===== config.mk =====
export PLATFORM = sky130hd
export DESIGN_NAME = cal_result_fifo
export DESIGN_NICKNAME = d
export VERILOG_FILES = /design/src/rtl/data_cal_pkg.sv /design/src/rtl/sat_cnt.sv /design/src/rtl/cal_result_fifo.sv
export SDC_FILE = /design/constraint.sdc
export NUM_CORES = 1
export LEC_CHECK = 0
export BUFFER_PORTS_ARGS = -buffer_cell sky130_fd_sc_hd__buf_2
export CAP_MARGIN = 5
export CORE_ASPECT_RATIO = 1.25
export CORE_MARGIN = 2
export CORE_UTILIZATION = 41
export DETAILED_ROUTE_END_ITERATION = 8
export GPL_TIMING_DRIVEN = 1
export HOLD_SLACK_MARGIN = 0.05
export PLACE_DENSITY = 0.72
export REMOVE_ABC_BUFFERS = 1
export SYNTH_ARGS = -nofsm -noshare
export SYNTH_HDL_FRONTEND = slang
export SYNTH_HIERARCHICAL = 1
export SYNTH_SLANG_ARGS = --single-unit

===== constraint.sdc =====
create_clock -name clk -period 4.4 [get_ports clk]
set_clock_uncertainty 0.05 [all_clocks]
set_input_delay 1.1 -clock clk [delete_from_list [all_inputs] [get_ports clk]]
set_output_delay 1.1 -clock clk [all_outputs]
set_load 0.01 [all_outputs]

===== src/rtl/data_cal_pkg.sv =====
// data_cal_pkg: constants and types shared between data_cal and its downstream result stages.
//   DW        - width of a data_cal result (its `out` port)
//   cal_res_t - one data_cal result
//   DROP_W    - width of the saturating overflow-drop counter
//   ptr_w()   - width of a FIFO pointer or occupancy value for a given depth
package data_cal_pkg;

  localparam int DW     = 5;
  localparam int DROP_W = 8;

  typedef logic [DW-1:0] cal_res_t;

  // Pointers carry one extra wrap bit beyond the address bits. This lets full and empty be told
  // apart without a separate occupancy register.
  function automatic int unsigned ptr_w(input int unsigned depth);
    return $clog2(depth) + 1;
  endfunction

endpackage


===== src/rtl/sat_cnt.sv =====
// sat_cnt: up-counter that sticks at all-ones.
//   i_clk   - clock, rising edge
//   i_rst_n - asynchronous active-low reset, clears the count
//   i_clr   - synchronous clear; has priority over i_inc
//   i_inc   - increment request; ignored once the count is all-ones
//   o_cnt   - current count
module sat_cnt #(
  parameter int unsigned W = 8
) (
  input  logic         i_clk,
  input  logic         i_rst_n,
  input  logic         i_clr,
  input  logic         i_inc,
  output logic [W-1:0] o_cnt
);

  logic [W-1:0] r_cnt;
  logic         w_sat;

  assign w_sat = &r_cnt;

  always_ff @(posedge i_clk or negedge i_rst_n) begin
    if (!i_rst_n) begin
      r_cnt <= '0;
    end else if (i_clr) begin
      r_cnt <= '0;
    end else if (i_inc && !w_sat) begin
      r_cnt <= r_cnt + W'(1);
    end
  end

  assign o_cnt = r_cnt;

endmodule


===== src/rtl/cal_result_fifo.sv =====
// cal_result_fifo: first-word-fall-through result buffer behind data_cal.
// data_cal produces results with no back-pressure. This block buffers them for a consumer
// that may stall. It also counts results lost to overflow and keeps a running sum of the
// results it accepts.
//   clk       - clock, rising edge
//   rst       - asynchronous active-low reset
//   clr       - synchronous clear of pointers, drop count and sum; wins over push/pop/drop
//   validin   - result strobe (data_cal validout)
//   din       - result (data_cal out)
//   out_ready - consumer ready
//   out_valid - head entry available
//   out_data  - head entry, combinational from memory
//   full      - occupancy == DEPTH
//   empty     - occupancy == 0
//   count     - occupancy
//   drop_cnt  - results discarded because the FIFO was full; saturates at all-ones
//   sum       - sum of accepted results, modulo 2^SW
module cal_result_fifo #(
  parameter int unsigned DEPTH = 4,
  parameter int unsigned DW    = data_cal_pkg::DW,
  parameter int unsigned SW    = 12
) (
  input  logic                              clk,
  input  logic                              rst,
  input  logic                              clr,
  input  logic                              validin,
  input  logic [DW-1:0]                     din,
  input  logic                              out_ready,
  output logic                              out_valid,
  output logic [DW-1:0]                     out_data,
  output logic                              full,
  output logic                              empty,
  output logic [$clog2(DEPTH):0]            count,
  output logic [data_cal_pkg::DROP_W-1:0]   drop_cnt,
  output logic [SW-1:0]                     sum
);

  localparam int unsigned AW = $clog2(DEPTH);
  localparam int unsigned PW = AW + 1;

  logic [DW-1:0] r_mem [DEPTH];
  logic [PW-1:0] r_wptr;
  logic [PW-1:0] r_rptr;
  logic [SW-1:0] r_sum;

  logic          w_full;
  logic          w_empty;
  logic          w_pop;
  logic          w_push;
  logic          w_drop;

  // The pointers are equal when the FIFO is empty. When it is full they differ only in the
  // wrap bit.
  assign w_empty = (r_wptr == r_rptr);
  assign w_full  = (r_wptr[AW] != r_rptr[AW]) && (r_wptr[AW-1:0] == r_rptr[AW-1:0]);

  assign w_pop  = !w_empty && out_ready;
  // A full FIFO still accepts a result when the head leaves in the same cycle.
  assign w_push = validin && (!w_full || w_pop);
  assign w_drop = validin && w_full && !w_pop;

  // Storage has no reset. Its contents reach the outputs only through out_data, and nothing
  // in the control path reads out_data.
  always_ff @(posedge clk) begin
    if (w_push && !clr) begin
      r_mem[r_wptr[AW-1:0]] <= din;
    end
  end

  always_ff @(posedge clk or negedge rst) begin
    if (!rst) begin
      r_wptr <= '0;
      r_rptr <= '0;
    end else if (clr) begin
      r_wptr <= '0;
      r_rptr <= '0;
    end else begin
      if (w_push) begin
        r_wptr <= r_wptr + PW'(1);
      end
      if (w_pop) begin
        r_rptr <= r_rptr + PW'(1);
      end
    end
  end

  always_ff @(posedge clk or negedge rst) begin
    if (!rst) begin
      r_sum <= '0;
    end else if (clr) begin
      r_sum <= '0;
    end else if (w_push) begin
      r_sum <= r_sum + SW'(din);
    end
  end

  sat_cnt #(
    .W (data_cal_pkg::DROP_W)
  ) u_drop_cnt (
    .i_clk   (clk),
    .i_rst_n (rst),
    .i_clr   (clr),
    .i_inc   (w_drop),
    .o_cnt   (drop_cnt)
  );

  assign out_data  = r_mem[r_rptr[AW-1:0]];
  assign out_valid = !w_empty;
  assign full      = w_full;
  assign empty     = w_empty;
  assign count     = r_wptr - r_rptr;
  assign sum       = r_sum;

endmodule


==> results_dict.tcl <==
set metrics [dict create \
    intPower_uw 719 \
    setup_viol 0 \
    cp_max_fo 8 \
    grt_usage 0.146 \
    synth_flop_cell "dfrtp_1" \
    synthMuxAreaShare 0.0753 \
    post_cts_resized 0 \
    rsz0062_at_grt "no" \
    power.total_uw 996 \
    grt_pass1_vias 1595 \
    end_kind "primary output" \
    worstMarginPinSlew_ns 0.852 \
    fin_nets 265 \
    required_ns 3.25 \
    mostFrequentLayoutCells "buf_2, dfrtp_1, edfxtp_1, nor2_1, nand2_1" \
    power.share.switching 0.278 \
    cp-start-kind "flip-flop" \
    dpl.cell_count 299 \
    worst-setup-path-type "flip-flop to primary output" \
    r2r_slack_ns 1.59 \
    cellPowerDensity_mw_per_mm2 358 \
    dieWidth_um 72.8 \
    cts_hold_buffers 0 \
    synth_compound_area_frac 0.104 \
    ys_ff_latch 46 \
    comb_power_share 0.193 \
    status "finished clean" \
    worst_ir_drop_vdd_mv 0.130 \
    finalHoldViolCount 0 \
    slew_headroom 0.424 \
    synthToLayoutAreaGrowth_pct 14.6 \
    period_minus_slack_ns 2.99 \
    clk_path_buf_depth 2 \
    yosys_warnings 6 \
    slew_violations 0 \
    routed_wl_mm 4.62 \
    ys_async_sr_fraction 0.565 \
    synthAdderAreaFrac 0.0836 \
    initial_utilization 0.422 \
    fp.coreArea_mm2 0.00574 \
    syn_area_mm2 0.00242 \
    holdCritPathClass "flip-flop to flip-flop" \
    clkTransAtPathRegs_ns 0.09 \
    antenna_found_initial 0 \
    arrival_ns 1.84 \
    synth_top_family_by_area "simple AND/OR/NAND/NOR gates" \
    vias 1651 \
    synthSimpleGateAreaFrac 0.144 \
    grt_pass1_wl_mm 7.57 \
    dr.pass1.iters 4 \
    clock.fmax_mhz 335 \
    synthXorXnorAreaFrac 0.0464 \
    timing.max_cap.violations 0 \
    clock_latency_ns 0.30 \
    hold_slack_ns 0.499 \
    cts_setup_buffers 0 \
    die_area_mm2 0.00655 \
    die_height_um 90.0 \
    p_leak_uw 0.00121 \
    n_antenna_cell 0 \
    cts_tree "yes" \
    mostFrequentLayoutCell "buf_2" \
    grt_max_degree 34 \
    cts_root_buf "clkbuf_8" \
    numCtsBuffers 5 \
    dp_slack_ns 1.40 \
    via_per_inst 5.38 \
    first_iter_violations 70 \
    postSynthAreaPerCell_um2 12.1 \
    htree_num_levels 2 \
    hpwlAfterDp_mm 3.40 \
    placementRows 31 \
    io_buffers 40 \
    finalCritPeriodShare 0.679 \
    fin_tns_setup_ns 0 \
    seq_area_frac_synth 0.516 \
    worst_slack_ns 1.41 \
    wire_per_inst_um 15.1 \
    switching_power_uw 277 \
    grt_overflow_total 0 \
    drive_above_1_share 0.274 \
    routabilityCongestion 0.770 \
    clockPowerShare 0.317 \
    synthCells 200 \
    numClockSinks 46 \
    fin_cells 307 \
    synth_enable_flop_cells 20 \
    pwr-share-seq 0.489 \
    boundaryPins 41 \
    drc 0 \
    yosysUniqueCellTypes 48 \
    ant_nets 0 \
]
-- per-stage QoR --
stage                util  area, µm²
floorplan               -       2370
CTS                 0.484       2780
detailed placement  0.464       2670
global placement    0.464       2670
finish              0.484       2780
global route        0.484       2780
-- sequential cells by signal (all words and copies together), names as in the netlist --
signal	count
r_mem	20
sum	12
u_drop_cnt/o_cnt	8
r_rptr	3
r_wptr	3
-- worst max-delay path, cell delays in order (launching register included) --
cell,delay (ns)
dfrtp_1,0.55
ha_1,0.28
fa_1,0.38
xnor2_1,0.17
buf_2,0.15
-- power by group through the flow --
| stage | Clock, µW | Combinational [µW] | Sequential, µW |
|---|---|---|---|
| 2_1_floorplan | 0 | 122 | 493 |
| 3_3_place_gp | 0 | 189 | 496 |
| 3_5_place_dp | 0 | 193 | 498 |
| 4_1_cts | 324 | 195 | 488 |
| 5_1_grt | 341 | 216 | 491 |
| 6_report | 316 | 193 | 487 |
-- cell type report --
| cell class | count | area (µm²) |
|---|---|---|
| timing repair buffer | 41 | 208 |
| clock inverter | 3 | 45.0 |
| multi-input combinational | 140 | 1100 |
| clock buffer | 5 | 68.8 |
| inverter | 6 | 22.5 |
| fill | 542 | 2960 |
| sequential | 46 | 1250 |
| tap | 66 | 82.6 |
-- logic make-up (layout without fill, tap and decap cells) --
family,count (synthesis),in the layout
AO/OA/AOI/OAI,35,35
XOR/XNOR,12,12
adder cells (fa/ha/maj),15,15
buffers and inverters,14,55
flip-flops,46,46
multiplexers,10,10
AND/OR/NAND/NOR,68,68
-- metal layers --
metal / GRT usage / wire (µm) / vias to the layer above
li1: - / - / 804
met2: 0.270 / 2570 / 30
met4: 0.0417 / 29 / 0
met1: 0.166 / 1890 / 814
met3: 0.0280 / 138 / 3
met5: 0 / 0 / -
-- path summary, 6_finish.rpt --
kind,start,end,depth (start not counted)
hold reg to reg,sum[4]$_DFFE_PN0P_,sum[4]$_DFFE_PN0P_,2
setup reg to reg,r_rptr[0]$_DFFE_PN0P_,u_drop_cnt/o_cnt[5]$_DFFE_PN0P_,6
setup / recovery,r_rptr[0]$_DFFE_PN0P_,count[2],4
max in group asynchronous,rst,r_wptr[2]$_DFFE_PN0P_,1
min in group asynchronous,rst,sum[5]$_DFFE_PN0P_,1
hold / removal,sum[4]$_DFFE_PN0P_,sum[4]$_DFFE_PN0P_,2
-- synthesized netlist by cell type, types with 2 or more instances --
master | n | area share
nand2_1 | 16 | 0.025
a211o_1 | 3 | 0.011
a211oi_1 | 4 | 0.012
nor2b_1 | 4 | 0.010
nand3_1 | 5 | 0.010
and2_1 | 4 | 0.010
a21oi_2 | 2 | 0.0072
buf_6 | 2 | 0.0093
nor3_1 | 4 | 0.0083
ha_1 | 13 | 0.067
xnor2_1 | 8 | 0.029
nand2b_1 | 3 | 0.0077
fa_1 | 2 | 0.017
nand4_1 | 2 | 0.0052
xor2_1 | 3 | 0.011
clkbuf_1 | 4 | 0.0062
inv_1 | 6 | 0.0093
o31ai_1 | 2 | 0.0062
nor2_1 | 19 | 0.029
mux2_4 | 4 | 0.025
dfrtp_1 | 26 | 0.27
and4_1 | 3 | 0.011
mux4_2 | 5 | 0.046
a21oi_1 | 11 | 0.023
edfxtp_1 | 20 | 0.25
o21a_1 | 2 | 0.0062
a21o_1 | 2 | 0.0062
Power figures use the tool's default switching activity.
